**config.mk**
```make
export PLATFORM = sky130hd
export DESIGN_NAME = multicycle_ctrl
export DESIGN_NICKNAME = d
export VERILOG_FILES = /design/src/rtl/rv_ctrl_pkg.sv /design/src/rtl/opcode_class.sv /design/src/rtl/multicycle_ctrl.sv
export SDC_FILE = /design/constraint.sdc
export NUM_CORES = 1
export LEC_CHECK = 0
export CAP_MARGIN = 20
export CORE_ASPECT_RATIO = 0.9
export CORE_MARGIN = 4
export CORE_UTILIZATION = 36
export DETAILED_ROUTE_END_ITERATION = 10
export PLACE_DENSITY = 0.65
export SYNTH_ARGS = -nofsm -noshare
export SYNTH_HDL_FRONTEND = slang
export SYNTH_SLANG_ARGS = --single-unit
```
**constraint.sdc**
```tcl
create_clock -name clk -period 2.7 [get_ports clk]
set_input_delay 0.54 -clock clk [delete_from_list [all_inputs] [get_ports clk]]
set_output_delay 0.54 -clock clk [all_outputs]
set_load 0.005 [all_outputs]
```
**src/rtl/rv_ctrl_pkg.sv**
```systemverilog
// Shared types and encodings for the multi-cycle RISC-V control path.
package rv_ctrl_pkg;

   localparam int unsigned STATE_W  = 3;
   localparam int unsigned OPCODE_W = 7;
   localparam int unsigned WAIT_W   = 8;
   localparam int unsigned CNT_W    = 32;

   typedef enum logic [STATE_W-1:0] {
      FETCH  = 3'd0,
      DECODE = 3'd1,
      EXEC   = 3'd2,
      MEM    = 3'd3,
      WB     = 3'd4,
      HALT   = 3'd5
   } state_t;

   localparam logic [OPCODE_W-1:0] OP_LOAD  = 7'b0000011;
   localparam logic [OPCODE_W-1:0] OP_IMM   = 7'b0010011;
   localparam logic [OPCODE_W-1:0] OP_STORE = 7'b0100011;
   localparam logic [OPCODE_W-1:0] OP_AUIPC = 7'b0010111;
   localparam logic [OPCODE_W-1:0] OP_RTYPE = 7'b0110011;

   localparam logic ADDR_PC   = 1'b0;
   localparam logic ADDR_ALU  = 1'b1;
   localparam logic WB_ALU    = 1'b0;
   localparam logic WB_MEM    = 1'b1;
   localparam logic ALU_A_RS1 = 1'b0;
   localparam logic ALU_A_PC  = 1'b1;
   localparam logic ALU_B_RS2 = 1'b0;
   localparam logic ALU_B_IMM = 1'b1;

endpackage

```
**src/rtl/opcode_class.sv**
```systemverilog
// Combinational classification of the 7-bit RISC-V major opcode.
module opcode_class
   import rv_ctrl_pkg::*;
(
   input  logic [OPCODE_W-1:0] opcode,
   output logic                is_load,
   output logic                is_store,
   output logic                is_alu_imm,
   output logic                is_auipc,
   output logic                is_rtype,
   output logic                is_legal
);

   assign is_load    = (opcode == OP_LOAD);
   assign is_store   = (opcode == OP_STORE);
   assign is_alu_imm = (opcode == OP_IMM);
   assign is_auipc   = (opcode == OP_AUIPC);
   assign is_rtype   = (opcode == OP_RTYPE);
   assign is_legal   = is_load | is_store | is_alu_imm | is_auipc | is_rtype;

endmodule

```
**src/rtl/multicycle_ctrl.sv**
```systemverilog
// Multi-cycle fetch/decode/exec/mem/wb sequencer over one shared memory port.
// Optional performance counters are enabled with MULTICYCLE_CTRL_PERF_EN.
module multicycle_ctrl
   import rv_ctrl_pkg::*;
#(
   parameter int unsigned MEM_WAIT_MAX = 255
) (
   input  logic                clk,
   input  logic                reset,
   input  logic [OPCODE_W-1:0] opcode,
   input  logic                mem_ready,
   output logic                mem_req,
   output logic                mem_we,
   output logic                addr_sel,
   output logic                ir_we,
   output logic                pc_we,
   output logic                reg_we,
   output logic                alu_a_sel,
   output logic                alu_b_sel,
   output logic                wb_sel,
   output logic                illegal,
   output logic                mem_timeout
`ifdef MULTICYCLE_CTRL_PERF_EN
   ,
   output logic [CNT_W-1:0]    cycle_cnt,
   output logic [CNT_W-1:0]    instret_cnt
`endif
);

   localparam logic [WAIT_W-1:0] WAIT_MAX = WAIT_W'(MEM_WAIT_MAX);

   state_t            state, state_nxt;
   logic [WAIT_W-1:0] wait_cnt;
   logic [WAIT_W-1:0] wait_inc;
   logic              is_load, is_store, is_alu_imm, is_auipc, is_rtype, is_legal;
   logic              mem_req_c, mem_we_c, addr_sel_c, ir_we_c, pc_we_c, reg_we_c;
   logic              alu_a_sel_c, alu_b_sel_c, wb_sel_c;
   logic              illegal_set, timeout_set;

   opcode_class u_opcode_class (
      .opcode     (opcode),
      .is_load    (is_load),
      .is_store   (is_store),
      .is_alu_imm (is_alu_imm),
      .is_auipc   (is_auipc),
      .is_rtype   (is_rtype),
      .is_legal   (is_legal)
   );

   assign wait_inc = wait_cnt + WAIT_W'(1);

   // Timeout fires when this wait cycle would bring the counter to the cap.
   always_comb begin
      state_nxt   = state;
      mem_req_c   = 1'b0;
      mem_we_c    = 1'b0;
      addr_sel_c  = ADDR_PC;
      ir_we_c     = 1'b0;
      pc_we_c     = 1'b0;
      reg_we_c    = 1'b0;
      alu_a_sel_c = ALU_A_RS1;
      alu_b_sel_c = ALU_B_RS2;
      wb_sel_c    = WB_ALU;
      illegal_set = 1'b0;
      timeout_set = 1'b0;
      case (state)
         FETCH: begin
            mem_req_c  = 1'b1;
            addr_sel_c = ADDR_PC;
            if (mem_ready) begin
               ir_we_c   = 1'b1;
               pc_we_c   = 1'b1;
               state_nxt = DECODE;
            end else if (wait_inc == WAIT_MAX) begin
               timeout_set = 1'b1;
               state_nxt   = HALT;
            end
         end
         DECODE: begin
            if (is_legal) begin
               state_nxt = EXEC;
            end else begin
               illegal_set = 1'b1;
               state_nxt   = HALT;
            end
         end
         EXEC: begin
            alu_a_sel_c = is_auipc ? ALU_A_PC : ALU_A_RS1;
            alu_b_sel_c = is_rtype ? ALU_B_RS2 : ALU_B_IMM;
            if (is_load || is_store) begin
               state_nxt = MEM;
            end else if (is_alu_imm || is_auipc || is_rtype) begin
               state_nxt = WB;
            end else begin
               illegal_set = 1'b1;
               state_nxt   = HALT;
            end
         end
         MEM: begin
            mem_req_c  = 1'b1;
            addr_sel_c = ADDR_ALU;
            mem_we_c   = is_store;
            if (mem_ready) begin
               state_nxt = is_store ? FETCH : WB;
            end else if (wait_inc == WAIT_MAX) begin
               timeout_set = 1'b1;
               state_nxt   = HALT;
            end
         end
         WB: begin
            reg_we_c  = 1'b1;
            wb_sel_c  = is_load ? WB_MEM : WB_ALU;
            state_nxt = FETCH;
         end
         HALT: begin
            state_nxt = HALT;
         end
         default: begin
            state_nxt = HALT;
         end
      endcase
   end

   always_ff @(posedge clk or posedge reset) begin
      if (reset) begin
         state       <= FETCH;
         wait_cnt    <= '0;
         illegal     <= 1'b0;
         mem_timeout <= 1'b0;
      end else begin
         state <= state_nxt;
         if (illegal_set) illegal <= 1'b1;
         if (timeout_set) mem_timeout <= 1'b1;
         if ((state_nxt != state) && ((state_nxt == FETCH) || (state_nxt == MEM)))
            wait_cnt <= '0;
         else if (mem_req_c && !mem_ready)
            wait_cnt <= wait_inc;
      end
   end

   // Reset masks every strobe immediately so no access or writeback leaks out.
   assign mem_req   = mem_req_c   & ~reset;
   assign mem_we    = mem_we_c    & ~reset;
   assign addr_sel  = addr_sel_c  & ~reset;
   assign ir_we     = ir_we_c     & ~reset;
   assign pc_we     = pc_we_c     & ~reset;
   assign reg_we    = reg_we_c    & ~reset;
   assign alu_a_sel = alu_a_sel_c & ~reset;
   assign alu_b_sel = alu_b_sel_c & ~reset;
   assign wb_sel    = wb_sel_c    & ~reset;

`ifdef MULTICYCLE_CTRL_PERF_EN
   logic instret_c;

   assign instret_c = (state == WB) || ((state == MEM) && is_store && mem_ready);

   always_ff @(posedge clk or posedge reset) begin
      if (reset) begin
         cycle_cnt   <= '0;
         instret_cnt <= '0;
      end else begin
         if (state != HALT) cycle_cnt <= cycle_cnt + CNT_W'(1);
         if (instret_c) instret_cnt <= instret_cnt + CNT_W'(1);
      end
   end
`endif

endmodule

```
==> results of run 1 <==
## path summary, 6_finish.rpt
check,start,slack (ns),endpoint
min reg2reg,illegal,0.48,illegal
min,illegal,0.48,illegal
max,opcode[3],0.10,mem_we
max in group asynchronous,reset,1.83,state[2]
max reg2reg,wait_cnt[0],0.73,wait_cnt[0]
min in group asynchronous,reset,0.69,state[0]
## where the power goes
group	switching [mW]	total, mW	internal (mW)
clock	0.0621	0.119	0.0573
combinational	0.133	0.237	0.103
sequential	0.0636	0.288	0.224
total	0.259	0.644	0.385
## worst max-delay path: cells and delay by family
kind	cells	cell delay (ns)
buf+inv	2	0.89
simple gates	3	0.64
## stage by stage
step / instances / utilization / setup WS, ns / power (mW)
3_5_place_dp: 183 / 0.4740 / 0.09215 / 0.5234
5_1_grt: 187 / 0.4837 / 0.02696 / 0.6995
3_3_place_gp: 183 / 0.4740 / 0.09994 / 0.5110
2_1_floorplan: 124 / - / 0.9027 / 0.4539
6_report: 187 / 0.4837 / 0.1012 / 0.6437
4_1_cts: 187 / 0.4832 / 0.09274 / 0.6461
## state kept, by name (all words and copies together), names as in the netlist
signal and cells:
mem_timeout 1, wait_cnt 8, state 3, illegal 1
## logic make-up after synthesis
logic type,Yosys count
buffers and inverters,13
adder cells (fa/ha/maj),2
XOR/XNOR,10
flip-flops,13
AND/OR/NAND/NOR,56
AO/OA/AOI/OAI,30
## layout by cell type, fill, tap and decap left out, types with 2 or more instances in the layout
cell             count
a21oi_1              2
a31o_2               2
a31oi_1              8
and3_1               4
and4_1               2
buf_4                7
clkbuf_4             3
clkdlybuf4s50_1     20
dfrtp_1             12
ha_1                 2
inv_1                5
nand2_1             12
nand2b_1             4
nand3_1              5
nand4_1              4
nor2_1               7
nor3_1               4
o21ai_0              4
o21ai_1              2
xor2_1               8
## metal layers
layer / GRT usage / vias to the layer above
li1: - / 507
met3: 0.03889 / 8
met2: 0.2348 / 39
met5: 0 / -
met1: 0.2009 / 500
met4: 0.05507 / 0
## what timing repair did
action	in CTS	in global routing
hold buffers	0	0
resized for setup	0	1
setup endpoints to repair	0	1
## final cells by class
| cell class | count | area share |
|---|---|---|
| Clock buffer | 4 | 0.01914 |
| Inverter | 5 | 0.01367 |
| Multi-Input combinational cell | 98 | 0.5087 |
| Sequential cell | 13 | 0.2379 |
| Tap cell | 40 | 0.03646 |
| Timing Repair Buffer | 27 | 0.1841 |
==> metrics.txt, run 1 <==
# TYPE chip_impl_metric gauge
chip_impl_info{name="run_status",value="complete, no violations"} 1
chip_impl_metric{name="clock_skew",unit="ns"} 0.008335
chip_impl_metric{name="globalRouteOverflowTotal",unit=""} 0
chip_impl_metric{name="crit_fanout",unit=""} 4
chip_impl_metric{name="multi_input_comb_area",unit="um2"} 698.2
chip_impl_info{name="synthMostInstantiatedCell",value="dfrtp_1"} 1
chip_impl_metric{name="simple_gate_share_of_the_synthesized_area",unit=""} 0.3098
chip_impl_metric{name="layout.nets",unit=""} 160
chip_impl_metric{name="hold_depth",unit=""} 1
chip_impl_metric{name="num-fill-cells",unit=""} 270
chip_impl_info{name="critPathKind",value="in2out"} 1
chip_impl_metric{name="irDropWorstVdd",unit="mV"} 0.1702
chip_impl_metric{name="drv_cap",unit=""} 0
chip_impl_metric{name="cts.clk_slew.worst_paths",unit="ns"} 0.08
chip_impl_metric{name="worst-slew-pin-transition",unit="ns"} 0.4452
chip_impl_info{name="crit_path_cell_trace",value="clkdlybuf4s50_1 > and4bb_1 > and2_4 > and3_1 > clkdlybuf4s50_1"} 1
chip_impl_metric{name="final-max-slew-violation-count",unit=""} 0
chip_impl_metric{name="number_of_synthesized_flops_with_an_enable_pin",unit=""} 0
chip_impl_metric{name="routed_wire_length_per_instance",unit="um"} 14.01
chip_impl_metric{name="drc",unit=""} 0
chip_impl_metric{name="yosys-mux-area-fraction",unit=""} 0
chip_impl_metric{name="cts-root-to-sink-buffers",unit=""} 2
chip_impl_metric{name="post_cts_buffers",unit=""} 0
chip_impl_info{name="cp-end-kind",value="output pin"} 1
chip_impl_info{name="critical_path.startpoint_type",value="input pin"} 1
chip_impl_metric{name="io_buffer_count",unit=""} 20
chip_impl_metric{name="routed_wl",unit="um"} 2619
chip_impl_metric{name="groute.usage.overall",unit=""} 0.1499
chip_impl_metric{name="yosysWarningCount",unit=""} 0
chip_impl_metric{name="hold_violations",unit=""} 0
chip_impl_metric{name="clock_latency_at_the_later_pin_of_the_worst_skew_pair",unit="ns"} 0.28
chip_impl_metric{name="worstRegToRegCells",unit=""} 6
chip_impl_metric{name="register_area",unit="um2"} 326.6
chip_impl_metric{name="finalHoldWorstSlack",unit="ns"} 0.4820
chip_impl_metric{name="drt_pass1_iterations",unit=""} 4
chip_impl_metric{name="place.gp.congestion",unit=""} 0.8444
chip_impl_metric{name="antenna_violating_nets_post_route",unit=""} 0
chip_impl_metric{name="final_area",unit="um2"} 1373
chip_impl_metric{name="antennaDiodeCount",unit=""} 0
chip_impl_metric{name="p_leak",unit="nW"} 0.5948
chip_impl_metric{name="power.density",unit="nW/um2"} 469.0
chip_impl_metric{name="share_of_layout_cells_above_drive_strength_1",unit=""} 0.1633
chip_impl_metric{name="yosys.area_share.adder",unit=""} 0.02278
chip_impl_metric{name="syn_area_per_cell",unit="um2"} 8.859
chip_impl_metric{name="vias",unit=""} 1054
chip_impl_metric{name="relSlewSlack",unit=""} 0.7023
chip_impl_metric{name="critPathRequiredTime",unit="ns"} 2.16
chip_impl_metric{name="placement.cell_area",unit="um2"} 1345
chip_impl_metric{name="worst-endpoint-arrival",unit="ns"} 2.06
chip_impl_metric{name="syn_area",unit="um2"} 1099
chip_impl_metric{name="synth_seq_cells",unit=""} 13
chip_impl_metric{name="synth-async-reset-ratio",unit=""} 1.000
chip_impl_metric{name="rows",unit=""} 18
chip_impl_metric{name="grt_first_pass_wirelength",unit="um"} 4623
chip_impl_metric{name="grt_pass1_vias",unit=""} 1004
chip_impl_info{name="rsz0062_at_grt",value="no"} 1
chip_impl_metric{name="clk_sink_count",unit=""} 13
chip_impl_metric{name="syn2layout_area_growth",unit="%"} 24.94
chip_impl_metric{name="antenna_violations_before_repair",unit=""} 0
chip_impl_metric{name="top_level_ports",unit=""} 21
chip_impl_info{name="tritoncts_clock_tree",value="done"} 1
chip_impl_metric{name="slowest_delay",unit="ns"} 0.50
chip_impl_metric{name="report.final.setup_viol",unit=""} 0
chip_impl_metric{name="detail_route.wirelength.met1",unit="um"} 1239
chip_impl_metric{name="design.core.area",unit="um2"} 2838
chip_impl_metric{name="net_count_after_synthesis",unit=""} 136
chip_impl_metric{name="dp_hpwl",unit="um"} 2046
chip_impl_info{name="post_synth_main_area_contributors",value="dfrtp_1 30%, xor2_1 6.4%, a31oi_1 4.6%"} 1
chip_impl_info{name="worst_path_max_delay_cell",value="clkdlybuf4s50_1"} 1
chip_impl_metric{name="depth_of_the_cts_h_tree",unit=""} 1
chip_impl_metric{name="final.min_clock_period",unit="ns"} 2.599
chip_impl_metric{name="timing.fmax",unit="MHz"} 384.8
chip_impl_metric{name="synth-seq-area-share",unit=""} 0.2961
chip_impl_metric{name="fp.dieH",unit="um"} 60.41
chip_impl_metric{name="synth_compound_area_frac",unit=""} 0.2164
chip_impl_metric{name="netlist.area_leader.share",unit=""} 0.2961
chip_impl_metric{name="dr_wl_met2",unit="um"} 1171
chip_impl_info{name="synth.top_cells.by_count",value="13 x dfrtp_1, 12 x nand2_1, 8 x a31oi_1, 8 x xor2_1, 7 x nor2_1"} 1
chip_impl_metric{name="tritoncts.num_buffers",unit=""} 3
chip_impl_metric{name="fp.dieW",unit="um"} 66.23
chip_impl_info{name="critical-path-top-cell-by-count",value="clkdlybuf4s50_1"} 1
chip_impl_metric{name="setup-tns-final",unit="ns"} 0
chip_impl_metric{name="die_area",unit="um2"} 4001
chip_impl_metric{name="detail_route.iter0.violations",unit=""} 97
chip_impl_metric{name="met3_length",unit="um"} 152
chip_impl_metric{name="grt_start_max_net_pins",unit=""} 14
chip_impl_info{name="root_buffer",value="clkbuf_4"} 1
chip_impl_metric{name="start_util",unit=""} 0.3871
chip_impl_metric{name="route.detailed.vias_per_inst",unit=""} 5.636
chip_impl_info{name="highest_metal_layer_with_signal_wires",value="met4"} 1
chip_impl_metric{name="netlist_instances",unit=""} 124
chip_impl_info{name="post-synth-top-area-cell",value="dfrtp_1"} 1
chip_impl_info{name="synth_top_family_by_area",value="simple AND/OR/NAND/NOR gates"} 1
chip_impl_metric{name="synthDistinctLibCells",unit=""} 48
chip_impl_metric{name="final_critical_path_share_of_the_clock_period",unit=""} 0.9625
chip_impl_info{name="dominantRegCellSynth",value="dfrtp_1"} 1
chip_impl_metric{name="yosys.area_share.xor_xnor",unit=""} 0.08656
chip_impl_info{name="hold_path_class",value="reg2reg"} 1
(Power assumes the default switching activity.)
==> inputs of run 2 (changes only) <==
- PLACE_DENSITY: 0.65 -> not set
- PLACE_DENSITY_LB_ADDON: not set -> 0.1
==> run 2 against run 1 <==
Cell area grew 0.64%. Combinational power up 3%. Critical endpoint unchanged. Sequential share of layout area down 0.15 points. Global-route usage rose by 0.17 points.
==> metrics.txt, run 2 (synthesis results as in run 1) <==
# TYPE chip_impl_metric gauge
chip_impl_metric{name="fp.dieH",unit="um"} 60.41
chip_impl_metric{name="route.detailed.vias_per_inst",unit=""} 5.410
chip_impl_metric{name="clk_sink_count",unit=""} 13
chip_impl_info{name="end_point_of_the_most_critical_hold_path",value="mem_timeout"} 1
chip_impl_metric{name="worst-endpoint-arrival",unit="ns"} 2.08
chip_impl_metric{name="register_area",unit="um2"} 326.6
chip_impl_metric{name="share_of_layout_cells_above_drive_strength_1",unit=""} 0.1824
chip_impl_metric{name="design.core.area",unit="um2"} 2838
chip_impl_info{name="tritoncts_clock_tree",value="done"} 1
chip_impl_info{name="hold_path_origin",value="mem_timeout"} 1
chip_impl_metric{name="tritoncts.num_buffers",unit=""} 3
chip_impl_info{name="root_buffer",value="clkbuf_4"} 1
chip_impl_metric{name="top_level_ports",unit=""} 21
chip_impl_info{name="rsz0062_at_grt",value="no"} 1
chip_impl_metric{name="fp.dieW",unit="um"} 66.23
chip_impl_info{name="hold_path_class",value="reg2reg"} 1
chip_impl_metric{name="p_leak",unit="nW"} 0.5986
chip_impl_metric{name="num-fill-cells",unit=""} 291
chip_impl_metric{name="irDropWorstVdd",unit="mV"} 0.2788
chip_impl_metric{name="syn2layout_area_growth",unit="%"} 25.74
chip_impl_metric{name="rows",unit=""} 18
chip_impl_metric{name="clock_skew",unit="ns"} 0.01028
chip_impl_metric{name="routed_wire_length_per_instance",unit="um"} 14.47
chip_impl_metric{name="clock_latency_at_the_later_pin_of_the_worst_skew_pair",unit="ns"} 0.29
chip_impl_info{name="critical_path.startpoint_type",value="input pin"} 1
chip_impl_metric{name="globalRouteOverflowTotal",unit=""} 0
chip_impl_metric{name="setup_slack_on_the_worst_flop_to_flop_path",unit="ns"} 0.84
chip_impl_metric{name="layout.nets",unit=""} 161
chip_impl_metric{name="antenna_violating_nets_post_route",unit=""} 0
chip_impl_info{name="layout.cells.most_common_list",value="20 x clkdlybuf4s50_1, 12 x nand2_1, 12 x dfrtp_1"} 1
chip_impl_metric{name="drt_pass1_iterations",unit=""} 4
chip_impl_metric{name="worst-slew-pin-transition",unit="ns"} 0.4519
chip_impl_info{name="mostFrequentLayoutCell",value="clkdlybuf4s50_1"} 1
chip_impl_metric{name="antennaDiodeCount",unit=""} 0
chip_impl_metric{name="grt_pass1_vias",unit=""} 997
chip_impl_info{name="reg_top3",value="wait_cnt x8, state x3"} 1
chip_impl_metric{name="dp_hpwl",unit="um"} 2074
chip_impl_metric{name="final.min_clock_period",unit="ns"} 2.625
chip_impl_metric{name="finalHoldWorstSlack",unit="ns"} 0.4769
chip_impl_metric{name="multi_input_comb_area",unit="um2"} 698.2
chip_impl_metric{name="crit_fanout",unit=""} 4
chip_impl_metric{name="routed_wl",unit="um"} 2720
chip_impl_metric{name="critPathRequiredTime",unit="ns"} 2.16
chip_impl_metric{name="final_critical_path_share_of_the_clock_period",unit=""} 0.9722
chip_impl_metric{name="antenna_violations_before_repair",unit=""} 0
chip_impl_metric{name="detail_route.iter0.violations",unit=""} 37
chip_impl_info{name="run_status",value="complete, no violations"} 1
chip_impl_metric{name="cts-root-to-sink-buffers",unit=""} 2
chip_impl_metric{name="start_util",unit=""} 0.3871
chip_impl_metric{name="setup-tns-final",unit="ns"} 0
chip_impl_metric{name="io_buffer_count",unit=""} 20
chip_impl_metric{name="die_area",unit="um2"} 4001
chip_impl_metric{name="drc",unit=""} 0
chip_impl_metric{name="depth_of_the_cts_h_tree",unit=""} 1
chip_impl_info{name="r2r_end",value="wait_cnt[3]"} 1
chip_impl_metric{name="timing.fmax",unit="MHz"} 381.0
chip_impl_metric{name="final-max-slew-violation-count",unit=""} 0
chip_impl_metric{name="vias",unit=""} 1017
chip_impl_metric{name="cts.hold.buffers_added",unit=""} 0
chip_impl_info{name="critPathKind",value="in2out"} 1
chip_impl_metric{name="grt_first_pass_wirelength",unit="um"} 4671
chip_impl_metric{name="groute.usage.overall",unit=""} 0.1517
chip_impl_metric{name="drv_cap",unit=""} 0
chip_impl_metric{name="cts.clk_slew.worst_paths",unit="ns"} 0.08
chip_impl_metric{name="power.density",unit="nW/um2"} 470.9
chip_impl_metric{name="largest_register_ffs",unit=""} 8
chip_impl_metric{name="report.final.setup_viol",unit=""} 0
chip_impl_metric{name="hold_violations",unit=""} 0
chip_impl_info{name="largest_register",value="wait_cnt"} 1
chip_impl_info{name="worstReg2RegStart",value="wait_cnt[0]"} 1
chip_impl_metric{name="place.gp.congestion",unit=""} 0.8674
chip_impl_metric{name="hold_depth",unit=""} 1
chip_impl_metric{name="relSlewSlack",unit=""} 0.6977
chip_impl_metric{name="worstRegToRegCells",unit=""} 6
chip_impl_info{name="cp-end-kind",value="output pin"} 1
chip_impl_metric{name="grt_start_max_net_pins",unit=""} 14
run 2: cell types whose count changed in the layout (fill, tap and decap cells not counted), sizes merged:
cell / previous run / this run
clkinv: 0 / 1
buf: 7 / 8
clkbuf: 4 / 3
run 2: layout make-up:
type	count	share of cell area
Multi-Input combinational cell	98	0.5054
Sequential cell	13	0.2364
Timing Repair Buffer	28	0.1884
Tap cell	40	0.03623
Clock buffer	3	0.01630
Inverter	5	0.01359
Clock inverter	1	0.003623
run 2: timing repair:
action,4_1_cts,5_1_grt
hold endpoints to repair,0,0
setup buffers,0,0
gates resized for setup,0,2
setup endpoints to repair,0,1
run 2: worst max path at each step:
stage,start,end,slack [ns]
floorplan,opcode[3],wait_cnt[0],0.90
global placement,opcode[3],mem_we,0.08
detailed placement,opcode[3],wb_sel,0.08
CTS,opcode[3],mem_we,0.07
global route,reset,mem_we,0.003
finish,opcode[3],mem_we,0.08
run 2: metrics by stage:
stage / power (mW) / setup WS, ns / std cells / util / area [um2]
2_1_floorplan: 0.4539 / 0.9027 / 124 / - / 1099
3_3_place_gp: 0.5258 / 0.08313 / 184 / 0.4766 / 1353
3_5_place_dp: 0.5274 / 0.07814 / 184 / 0.4766 / 1353
4_1_cts: 0.6513 / 0.07078 / 188 / 0.4863 / 1380
5_1_grt: 0.7000 / 0.002916 / 188 / 0.4868 / 1381
6_report: 0.6504 / 0.07512 / 188 / 0.4868 / 1381
run 2: per-layer routing:
metal / wire, um / track usage / up-vias
met5: 0 / 0 / -
met4: 10 / 0.01739 / 0
met3: 134 / 0.04815 / 2
met2: 1119 / 0.2249 / 22
met1: 1455 / 0.2234 / 484
li1: - / - / 509
run 2: critical path, stage by stage:
cell and delay [ns]:
clkdlybuf4s50_1 0.39, and4bb_2 0.33, and2_4 0.16, and3_1 0.15, clkdlybuf4s50_1 0.50
run 2: power by group:
part | internal, mW | total (mW) | switching [mW]
clock | 0.0551 | 0.124 | 0.0691
combinational | 0.109 | 0.243 | 0.134
sequential | 0.223 | 0.283 | 0.0602
